### config.mk
export PLATFORM = sky130hd
export DESIGN_NAME = anemo_freq_meter
export DESIGN_NICKNAME = d
export VERILOG_FILES = /design/src/rtl/anemo_pkg.sv /design/src/rtl/anemo_edge_sync.sv /design/src/rtl/anemo_freq_meter.sv
export SDC_FILE = /design/constraint.sdc
export NUM_CORES = 1
export LEC_CHECK = 0
export CORE_ASPECT_RATIO = 1.1
export CORE_MARGIN = 1.5
export CORE_UTILIZATION = 60
export CTS_CLUSTER_SIZE = 8
export DETAILED_ROUTE_END_ITERATION = 7
export PLACE_DENSITY = 0.83
export SLEW_MARGIN = 30
export SYNTH_ARGS = -nofsm -noshare
export SYNTH_HDL_FRONTEND = slang
export SYNTH_SLANG_ARGS = --single-unit
### constraint.sdc
create_clock -name clk -period 2.8 [get_ports clk]
set_input_delay 0.56 -clock clk [delete_from_list [all_inputs] [get_ports clk]]
set_output_delay 0.56 -clock clk [all_outputs]
set_load 0.01 [all_outputs]
### src/rtl/anemo_pkg.sv
// Shared types and default parameters for the anemometer frequency meter.
// Latency: n/a (package). Backpressure: n/a.
package anemo_pkg;

    typedef enum logic [1:0] {
        IDLE    = 2'd0,
        MEASURE = 2'd1,
        DONE    = 2'd2
    } state_t;

    localparam int DEF_DATA_W      = 8;
    localparam int DEF_WINDOW_CYC  = 50000000;
    localparam int DEF_SYNC_STAGES = 2;
    localparam int DEF_FILT_CYC    = 4;

endpackage

### src/rtl/anemo_edge_sync.sv
// Synchronizes freq_in, optionally glitch-filters it (ANEMO_GLITCH_FILTER_EN), emits a one-cycle rising-edge pulse.
// Latency: SYNC_STAGES + 1 cycles from freq_in to edge_pulse (+FILT_CYC with the filter).
// Backpressure: none; free-running, every qualified edge produces one pulse.
module anemo_edge_sync
    import anemo_pkg::*;
#(
    parameter int SYNC_STAGES = DEF_SYNC_STAGES
`ifdef ANEMO_GLITCH_FILTER_EN
    ,
    parameter int FILT_CYC    = DEF_FILT_CYC
`endif
) (
    input  logic clk,
    input  logic reset_n,
    input  logic freq_in,
    output logic edge_pulse
);

    logic [SYNC_STAGES-1:0] sync_q;
    logic                   sync_lvl;
    logic                   det_lvl;
    logic                   prev_q;

    always_ff @(posedge clk or negedge reset_n) begin
        if (!reset_n) begin
            sync_q <= '0;
        end else begin
            sync_q <= {sync_q[SYNC_STAGES-2:0], freq_in};
        end
    end

    assign sync_lvl = sync_q[SYNC_STAGES-1];

`ifdef ANEMO_GLITCH_FILTER_EN
    localparam int CNT_W = $clog2(FILT_CYC + 1);
    localparam logic [CNT_W-1:0] CNT_LAST = CNT_W'(FILT_CYC - 1);

    logic             filt_q;
    logic [CNT_W-1:0] filt_cnt_q;

    // Level only flips after FILT_CYC consecutive samples disagreeing with it.
    always_ff @(posedge clk or negedge reset_n) begin
        if (!reset_n) begin
            filt_q     <= 1'b0;
            filt_cnt_q <= '0;
        end else if (sync_lvl != filt_q) begin
            if (filt_cnt_q == CNT_LAST) begin
                filt_q     <= sync_lvl;
                filt_cnt_q <= '0;
            end else begin
                filt_cnt_q <= filt_cnt_q + 1'b1;
            end
        end else begin
            filt_cnt_q <= '0;
        end
    end

    assign det_lvl = filt_q;
`else
    assign det_lvl = sync_lvl;
`endif

    always_ff @(posedge clk or negedge reset_n) begin
        if (!reset_n) begin
            prev_q     <= 1'b0;
            edge_pulse <= 1'b0;
        end else begin
            prev_q     <= det_lvl;
            edge_pulse <= det_lvl & ~prev_q;
        end
    end

endmodule

### src/rtl/anemo_freq_meter.sv
// Counts anemometer edges per WINDOW_CYC gate window, continuous or single-shot; ANEMO_GLITCH_FILTER_EN adds input filter.
// Latency: result and data_valid registered on the last window cycle edge; input path adds SYNC_STAGES+1 cycles.
// Backpressure: none; data_valid pulses (continuous) or holds until restart (single-shot), result holds between windows.
module anemo_freq_meter
    import anemo_pkg::*;
#(
    parameter int DATA_W      = DEF_DATA_W,
    parameter int WINDOW_CYC  = DEF_WINDOW_CYC,
    parameter int SYNC_STAGES = DEF_SYNC_STAGES,
    parameter int FILT_CYC    = DEF_FILT_CYC
) (
    input  logic              clk,
    input  logic              reset_n,
    input  logic              freq_in,
    input  logic              continu,
    input  logic              start,
    output logic [DATA_W-1:0] data_out,
    output logic              data_valid,
    output logic              overflow
);

    localparam int GATE_W = $clog2(WINDOW_CYC);
    localparam logic [GATE_W-1:0] GATE_LAST = GATE_W'(WINDOW_CYC - 1);
    localparam logic [DATA_W-1:0] CNT_MAX   = '1;

    if (DATA_W < 4 || DATA_W > 16 || WINDOW_CYC < 2 || SYNC_STAGES < 2 || FILT_CYC < 1) begin : g_param_chk
        $error("anemo_freq_meter: parameter out of range");
    end

    state_t            state_q, state_nxt;
    logic              dv_nxt;
    logic              edge_pulse;
    logic              win_end;
    logic [GATE_W-1:0] gate_q;
    logic [DATA_W-1:0] edge_cnt_q, cnt_nxt;
    logic              win_ovf_q, ovf_nxt;

    anemo_edge_sync #(
        .SYNC_STAGES(SYNC_STAGES)
`ifdef ANEMO_GLITCH_FILTER_EN
        ,
        .FILT_CYC(FILT_CYC)
`endif
    ) u_edge_sync (
        .clk       (clk),
        .reset_n   (reset_n),
        .freq_in   (freq_in),
        .edge_pulse(edge_pulse)
    );

    // Saturating count; the final-cycle edge is folded in before the result is latched.
    always_comb begin
        win_end = (state_q == MEASURE) && (gate_q == GATE_LAST);
        cnt_nxt = edge_cnt_q;
        ovf_nxt = win_ovf_q;
        if (state_q == MEASURE && edge_pulse) begin
            if (edge_cnt_q == CNT_MAX) begin
                ovf_nxt = 1'b1;
            end else begin
                cnt_nxt = edge_cnt_q + 1'b1;
            end
        end
    end

    always_comb begin
        state_nxt = state_q;
        dv_nxt    = data_valid;
        case (state_q)
            IDLE, DONE: begin
                if (continu || start) begin
                    state_nxt = MEASURE;
                    dv_nxt    = 1'b0;
                end
            end
            MEASURE: begin
                if (win_end) begin
                    dv_nxt    = 1'b1;
                    state_nxt = continu ? MEASURE : DONE;
                end else begin
                    dv_nxt = 1'b0;
                end
            end
            default: begin
                state_nxt = IDLE;
                dv_nxt    = 1'b0;
            end
        endcase
    end

    always_ff @(posedge clk or negedge reset_n) begin
        if (!reset_n) begin
            state_q    <= IDLE;
            data_valid <= 1'b0;
            gate_q     <= '0;
            edge_cnt_q <= '0;
            win_ovf_q  <= 1'b0;
            data_out   <= '0;
            overflow   <= 1'b0;
        end else begin
            state_q    <= state_nxt;
            data_valid <= dv_nxt;
            if (win_end) begin
                gate_q     <= '0;
                edge_cnt_q <= '0;
                win_ovf_q  <= 1'b0;
                data_out   <= cnt_nxt;
                overflow   <= ovf_nxt;
            end else if (state_q == MEASURE) begin
                gate_q     <= gate_q + 1'b1;
                edge_cnt_q <= cnt_nxt;
                win_ovf_q  <= ovf_nxt;
            end
        end
    end

endmodule

==> results.py, run 1 <==
metrics = {
    "status": {
        "status": "complete, no violations",
    },
    "synthesis": {
        "ys.flop_type": "dfrtp_1",
        "synth-seq-cells": 51,
        "synthCells": 249,
        "async_flop_share_pct": 100,
        "seq_area_frac_synth_pct": 51.4,
        "synth_nets": 256,
        "avgSynthCellArea_um2": 9.96,
        "synth_edf_count": 0,
        "synthesis.area_um2": 2480,
        "ys_warn_count": 0,
        "ys_types": 41,
    },
    "global_routing": {
        "grt_pass1_vias": 1803,
        "antenna_found_initial": 0,
        "grt_first_pass_wirelength_um": 8390,
        "met3_usage_pct": 4.83,
        "grt_util_met1_pct": 33.5,
        "top_usage_layer": "met2",
        "grt_use_total_pct": 24.1,
        "grt_use_met2_pct": 37.2,
        "grt_overflow": 0,
        "grt_max_degree": 31,
    },
    "sta": {
        "max_freq_mhz": 445,
        "tns_ns": 0,
        "fin_crit_sh_pct": 80.3,
        "clock_skew_ns": 0.00678,
        "rsz0062_at_grt": "false",
        "whs_ns": 0.204,
        "period_needed_ns": 2.25,
        "slew_headroom_pct": 57.9,
        "drv_slew": 0,
        "worst_pin_slew_ns": 0.626,
        "hold_violations": 0,
        "finalSetupViolCount": 0,
    },
    "cts": {
        "cts_hold_buf": 0,
        "htree_levels": 2,
        "cts_setup_buffers": 0,
        "cts.sinks": 51,
        "cts_tree": "yes",
        "cts_buffer_depth": 2,
        "cts_resized": 0,
        "cts-root-buf": "clkbuf_8",
        "numCtsBuffers": 5,
        "insertion_delay_ns": 0.30,
        "path_clk_slew_ns": 0.09,
    },
    "placed_design": {
        "dpl.hpwl_um": 3490,
        "gp_congestion": 0.877,
        "portBuffers": 14,
    },
    "worst_setup_path": {
        "cp.required_ns": 3.00,
        "crit_fanout": 11,
        "startpoint_type": "flip-flop",
        "critPathCaptureType": "flip-flop",
        "arrival_ns": 2.44,
        "worstSetupPathType": "reg2reg",
    },
    "die": {
        "ios": 15,
        "die_area_um2": 4530,
        "row_count": 24,
        "initial_core_util_pct": 62.6,
        "die_h_um": 70.4,
        "core_area_um2": 3960,
        "chipWidth_um": 64.3,
    },
    "layout": {
        "final_nets": 271,
        "final_util_pct": 69.0,
        "num-fill-cells": 314,
        "final_common_cell": "dfrtp_1",
        "num_antenna_cells": 0,
        "layout_common_cells": "51 x dfrtp_1, 25 x nor2_1, 23 x nand2_1",
        "area_growth_pct": 10.2,
        "layout-drive-gt1-share_pct": 9.06,
    },
    "detailed_routing": {
        "drc": 0,
        "drt-initial-drc-count": 210,
        "routed_wl_um": 4810,
        "post_drt_wl_per_cell_um": 15.2,
        "antenna_left": 0,
        "vias_per_cell": 5.92,
        "dr.pass1.iters": 4,
        "vias": 1876,
    },
    "power": {
        "power_mw": 1.51,
        "total_leakage_power_nw": 1.19,
        "ir_worst_vdd_mv": 0.358,
        "p_per_area_nw_per_um2": 550,
    },
    "flow_run": {
        "max-cap-violations": 0,
    },
    "worst_hold_path": {
        "hold_path_class": "in2async",
    },
}
metal layers:
metal  vias to the layer above  wire length (µm)
met3                         8               241
met5                         -                 0
met4                         0                74
met1                       901              2190
li1                        909                 -
met2                        58              2310
flip-flops by register name (all words and copies together), names as in the netlist:
register and flops:
gate_q 26, data_out 8, edge_cnt_q 8, state_q 2, u_edge_sync.sync_q 2, data_valid 1
overflow 1, u_edge_sync.edge_pulse 1, u_edge_sync.prev_q 1, win_ovf_q 1
where the power goes:
part	internal, mW	total [mW]	switching [mW]	leakage (nW)
logic	0.0970	0.205	0.108	0.475
clock network	0.176	0.401	0.225	0.0422
registers	0.812	0.899	0.0877	0.677
total	1.08	1.51	0.421	1.19
Yosys cell counts, types with 3 or more instances:
library cell / number / share of area, %
dfrtp_1: 51 / 51
nor2_1: 25 / 3.8
nand2_1: 23 / 3.5
a21oi_1: 16 / 3.2
nand3_1: 15 / 3.0
xnor2_1: 13 / 4.6
nand4_1: 11 / 2.8
o21ai_0: 11 / 2.2
xor2_1: 9 / 3.2
nor3_1: 7 / 1.4
and3_1: 6 / 1.5
inv_1: 5 / 0.76
nor2b_1: 5 / 1.3
a31oi_1: 4 / 1.0
buf_2: 4 / 0.81
clkbuf_1: 4 / 0.60
and4_1: 3 / 1.1
mux2i_1: 3 / 1.2
or3_1: 3 / 0.76
final timing paths:
check | from | end | slack [ns] | depth (start not counted)
max | gate_q[0] | edge_cnt_q[1] | 0.55 | 6
min | reset_n | gate_q[13] | 0.20 | 1
max reg2reg | gate_q[0] | edge_cnt_q[1] | 0.55 | 6
min reg2reg | u_edge_sync.sync_q[0] | u_edge_sync.sync_q[1] | 0.36 | 0
max in group asynchronous | reset_n | edge_cnt_q[7] | 1.85 | 2
min in group clk | u_edge_sync.sync_q[0] | u_edge_sync.sync_q[1] | 0.36 | 0
stage by stage:
stage	cell area (µm²)	setup slack, ns	std cells
2_1_floorplan	2480	0.908	249
3_3_place_gp	2650	0.676	309
3_5_place_dp	2650	0.576	309
4_1_cts	2740	0.554	317
5_1_grt	2740	0.325	317
6_report	2740	0.552	317
area by class of cell:
class	count	area (µm²)	area share, %
timing repair buffer	18	165	6.04
tap	52	65.1	2.38
inverter	5	18.8	0.686
sequential	51	1280	46.7
multi-input combinational	183	1130	41.3
clock buffer	7	76.3	2.79
clock inverter	1	5.00	0.183
worst max-delay path, cell delays in order, from the launching register on:
cell,delay (ns)
dfrtp_1,0.41
ha_1,0.19
nand3_1,0.16
nor4_2,0.46
nand4_1,0.45
and3_1,0.35
a21o_1,0.14
cells by family (layout without fill, tap and decap cells):
kind of cell	after synthesis	in the layout	synth area share, %
and+or+nand+nor	115	115	25.4
DFF	51	51	51.4
AOI/OAI and AO/OA	39	39	9.18
xor gates and xnor gates	22	22	7.77
buffers and inverters	15	31	3.08
muxes	5	5	2.12
adders and majority gates	2	2	1.01
No activity file was read; power rests on OpenSTA's default activity.
==> run 2: changes to the inputs <==
Settings changed: CORE_UTILIZATION 60 to 53, PLACE_DENSITY 0.83 to 0.78.
Clock period 2.8 ns to 1.8 ns, I/O delays scaled along.
==> run 2 against run 1 <==
Effect of this change:
- the flow now finishes with violations (setup timing)
- highest routed layer unchanged
- clock power rose by 99%
- core utilization rose by 5.0 points
- non-clock buffer count grew 40
- combinational power grew to 2.5 times the previous value
- sequential share of layout area shrank 7.5 points
- die area up 13%
- critical path depth increased by 1
- via count rose by 11%
- count of clock-buffer cells in the layout down 2
- sequential power up 57%
- critical endpoint is now gate_q[18]
- clock skew rose by 0.0023 ns
==> results.py, run 2 (synthesized netlist as in run 1, its figures left out) <==
metrics = {
    "power": {
        "ir_worst_vdd_mv": 0.706,
        "total_leakage_power_nw": 1.48,
        "power_mw": 2.73,
        "p_per_area_nw_per_um2": 836,
        "p_clk_share_pct": 29.2,
        "internal_power_mw": 1.95,
        "combPwrFrac_pct": 19.0,
        "p_switching_uw": 774,
        "p_sw_share_pct": 28.4,
        "power_frac_seq_pct": 51.8,
    },
    "global_routing": {
        "grt_max_degree": 52,
        "grt_overflow": 0,
        "antenna_found_initial": 0,
        "grt_pass1_vias": 1946,
        "grt_use_total_pct": 23.2,
        "grt_first_pass_wirelength_um": 8870,
    },
    "die": {
        "die_area_um2": 5100,
        "chipWidth_um": 68.2,
        "die_h_um": 74.8,
        "core_area_um2": 4410,
        "row_count": 25,
        "initial_core_util_pct": 56.3,
        "ios": 15,
    },
    "worst_hold_path": {
        "hold_path_class": "in2async",
    },
    "sta": {
        "max_freq_mhz": 529,
        "tns_ns": -0.377,
        "clock_skew_ns": 0.00904,
        "finalSetupViolCount": 8,
        "fin_crit_sh_pct": 105,
        "hold_violations": 0,
        "postLayoutSetupSlackWorst_ns": -0.0893,
        "worst_pin_slew_ns": 0.296,
        "rsz0062_at_grt": "true",
        "period_needed_ns": 1.89,
        "drv_slew": 0,
        "slew_headroom_pct": 80.1,
    },
    "layout": {
        "largestRegisters": "gate_q (26), data_out (8), edge_cnt_q (8)",
        "final_nets": 311,
        "num-fill-cells": 289,
        "multi_input_area_um2": 1300,
        "final_common_cell": "dfrtp_1",
        "largest_reg_flops": 26,
        "num_antenna_cells": 0,
        "area_growth_pct": 31.6,
        "top_register": "gate_q",
        "layout-drive-gt1-share_pct": 30.5,
        "regArea_um2": 1280,
        "layout_common_cells": "50 x dfrtp_1, 40 x buf_4, 25 x nor2_1",
    },
    "cts": {
        "numCtsBuffers": 5,
        "cts_tree": "yes",
        "insertion_delay_ns": 0.31,
        "cts-root-buf": "clkbuf_8",
        "cts_buffer_depth": 2,
        "path_clk_slew_ns": 0.10,
        "cts.sinks": 51,
        "htree_levels": 2,
    },
    "detailed_routing": {
        "vias": 2088,
        "drc": 0,
        "routed_wl_um": 5800,
        "post_drt_wl_per_cell_um": 16.1,
        "antenna_left": 0,
        "vias_per_cell": 5.82,
        "drt-initial-drc-count": 160,
        "dr.pass1.iters": 4,
    },
    "worst_setup_path": {
        "critPathCaptureType": "flip-flop",
        "worstSetupPathType": "reg2reg",
        "arrival_ns": 2.09,
        "cp.required_ns": 2.00,
        "crit_fanout": 5,
        "startpoint_type": "flip-flop",
    },
    "placed_design": {
        "gp_congestion": 0.821,
        "dpl.hpwl_um": 3780,
        "portBuffers": 14,
    },
    "status": {
        "failed_checks": "setup timing",
        "status": "complete, but fails checks",
    },
    "flow_run": {
        "max-cap-violations": 0,
    },
}
## run 2: cell count changes in the layout (fill, tap and decap cells not counted), moves of 2 or more
cell | before | now
buf_4 | 4 | 40
a21oi_1 | 16 | 9
a21oi_2 | 0 | 7
nor3_1 | 7 | 3
buf_6 | 0 | 3
nand3_1 | 15 | 12
nor3_2 | 1 | 4
and3_1 | 6 | 4
clkbuf_1 | 2 | 0
ha_1 | 2 | 0
nand3_2 | 0 | 2
nor4_4 | 1 | 3
## run 2: final timing paths
kind                                             from                    end  slack, ns  cells past startpoint
worst max-delay path                        gate_q[9]             gate_q[18]      -0.09                      7
worst min-delay path                          reset_n              gate_q[9]       0.02                      2
worst max register to register              gate_q[9]             gate_q[18]      -0.09                      7
worst min register to register  u_edge_sync.sync_q[0]  u_edge_sync.sync_q[1]       0.36                      0
max in group asynchronous                     reset_n          edge_cnt_q[1]       1.53                      2
min in group clk                u_edge_sync.sync_q[0]  u_edge_sync.sync_q[1]       0.36                      0
## run 2: timing repair
item                       in CTS  in global routing
setup endpoints to repair      15                 34
hold buffers                    0                  0
setup buffers                   2                  5
gates resized for setup         2                 31
pin swaps                       2                 12
## run 2: final cells by class
class | count | area share (%)
tap | 54 | 2.07
clock buffer | 5 | 2.11
sequential | 51 | 39.1
timing repair buffer | 58 | 15.0
inverter | 5 | 0.575
multi-input combinational | 183 | 39.8
clock inverter | 3 | 1.34
## run 2: routing by layer
metal  part of all wire (%)  global-route usage (%)  vias to the layer above
met1                     43                    29.8                     1033
met3                    3.2                    4.33                       20
met4                    3.0                    7.56                        0
met5                      0                       0                        -
li1                       -                       -                      988
met2                     51                    39.6                       47
## run 2: power groups by stage
stage               registers [mW]  clock network, mW  logic [mW]
floorplan                     1.39                  0       0.250
global placement              1.40                  0       0.402
detailed placement            1.41                  0       0.420
CTS                           1.39              0.816       0.440
global route                  1.43              0.862       0.568
finish                        1.41              0.797       0.517
## run 2: stage by stage
step | instances | setup WS (ns) | area [µm²] | hold slack [ns] | util, %
after floorplan | 249 | 0.00604 | 2510 | 0.0644 | -
after global placement | 346 | -0.0171 | 2960 | 0.334 | 67.2
after detailed placement | 346 | -0.0569 | 2960 | 0.342 | 67.2
after CTS | 356 | -0.0195 | 3100 | 0.0375 | 70.3
after global routing | 359 | -0.140 | 3270 | 0.0484 | 74.0
final | 359 | -0.0893 | 3270 | 0.0183 | 74.0
## run 2: critical path, cell delays in order (launching register included)
cell and delay (ns):
dfrtp_1 0.46, nand4_1 0.21, buf_4 0.21, or4_4 0.47, buf_6 0.15, nor2_1 0.08
nand2_1 0.08, xnor2_1 0.12
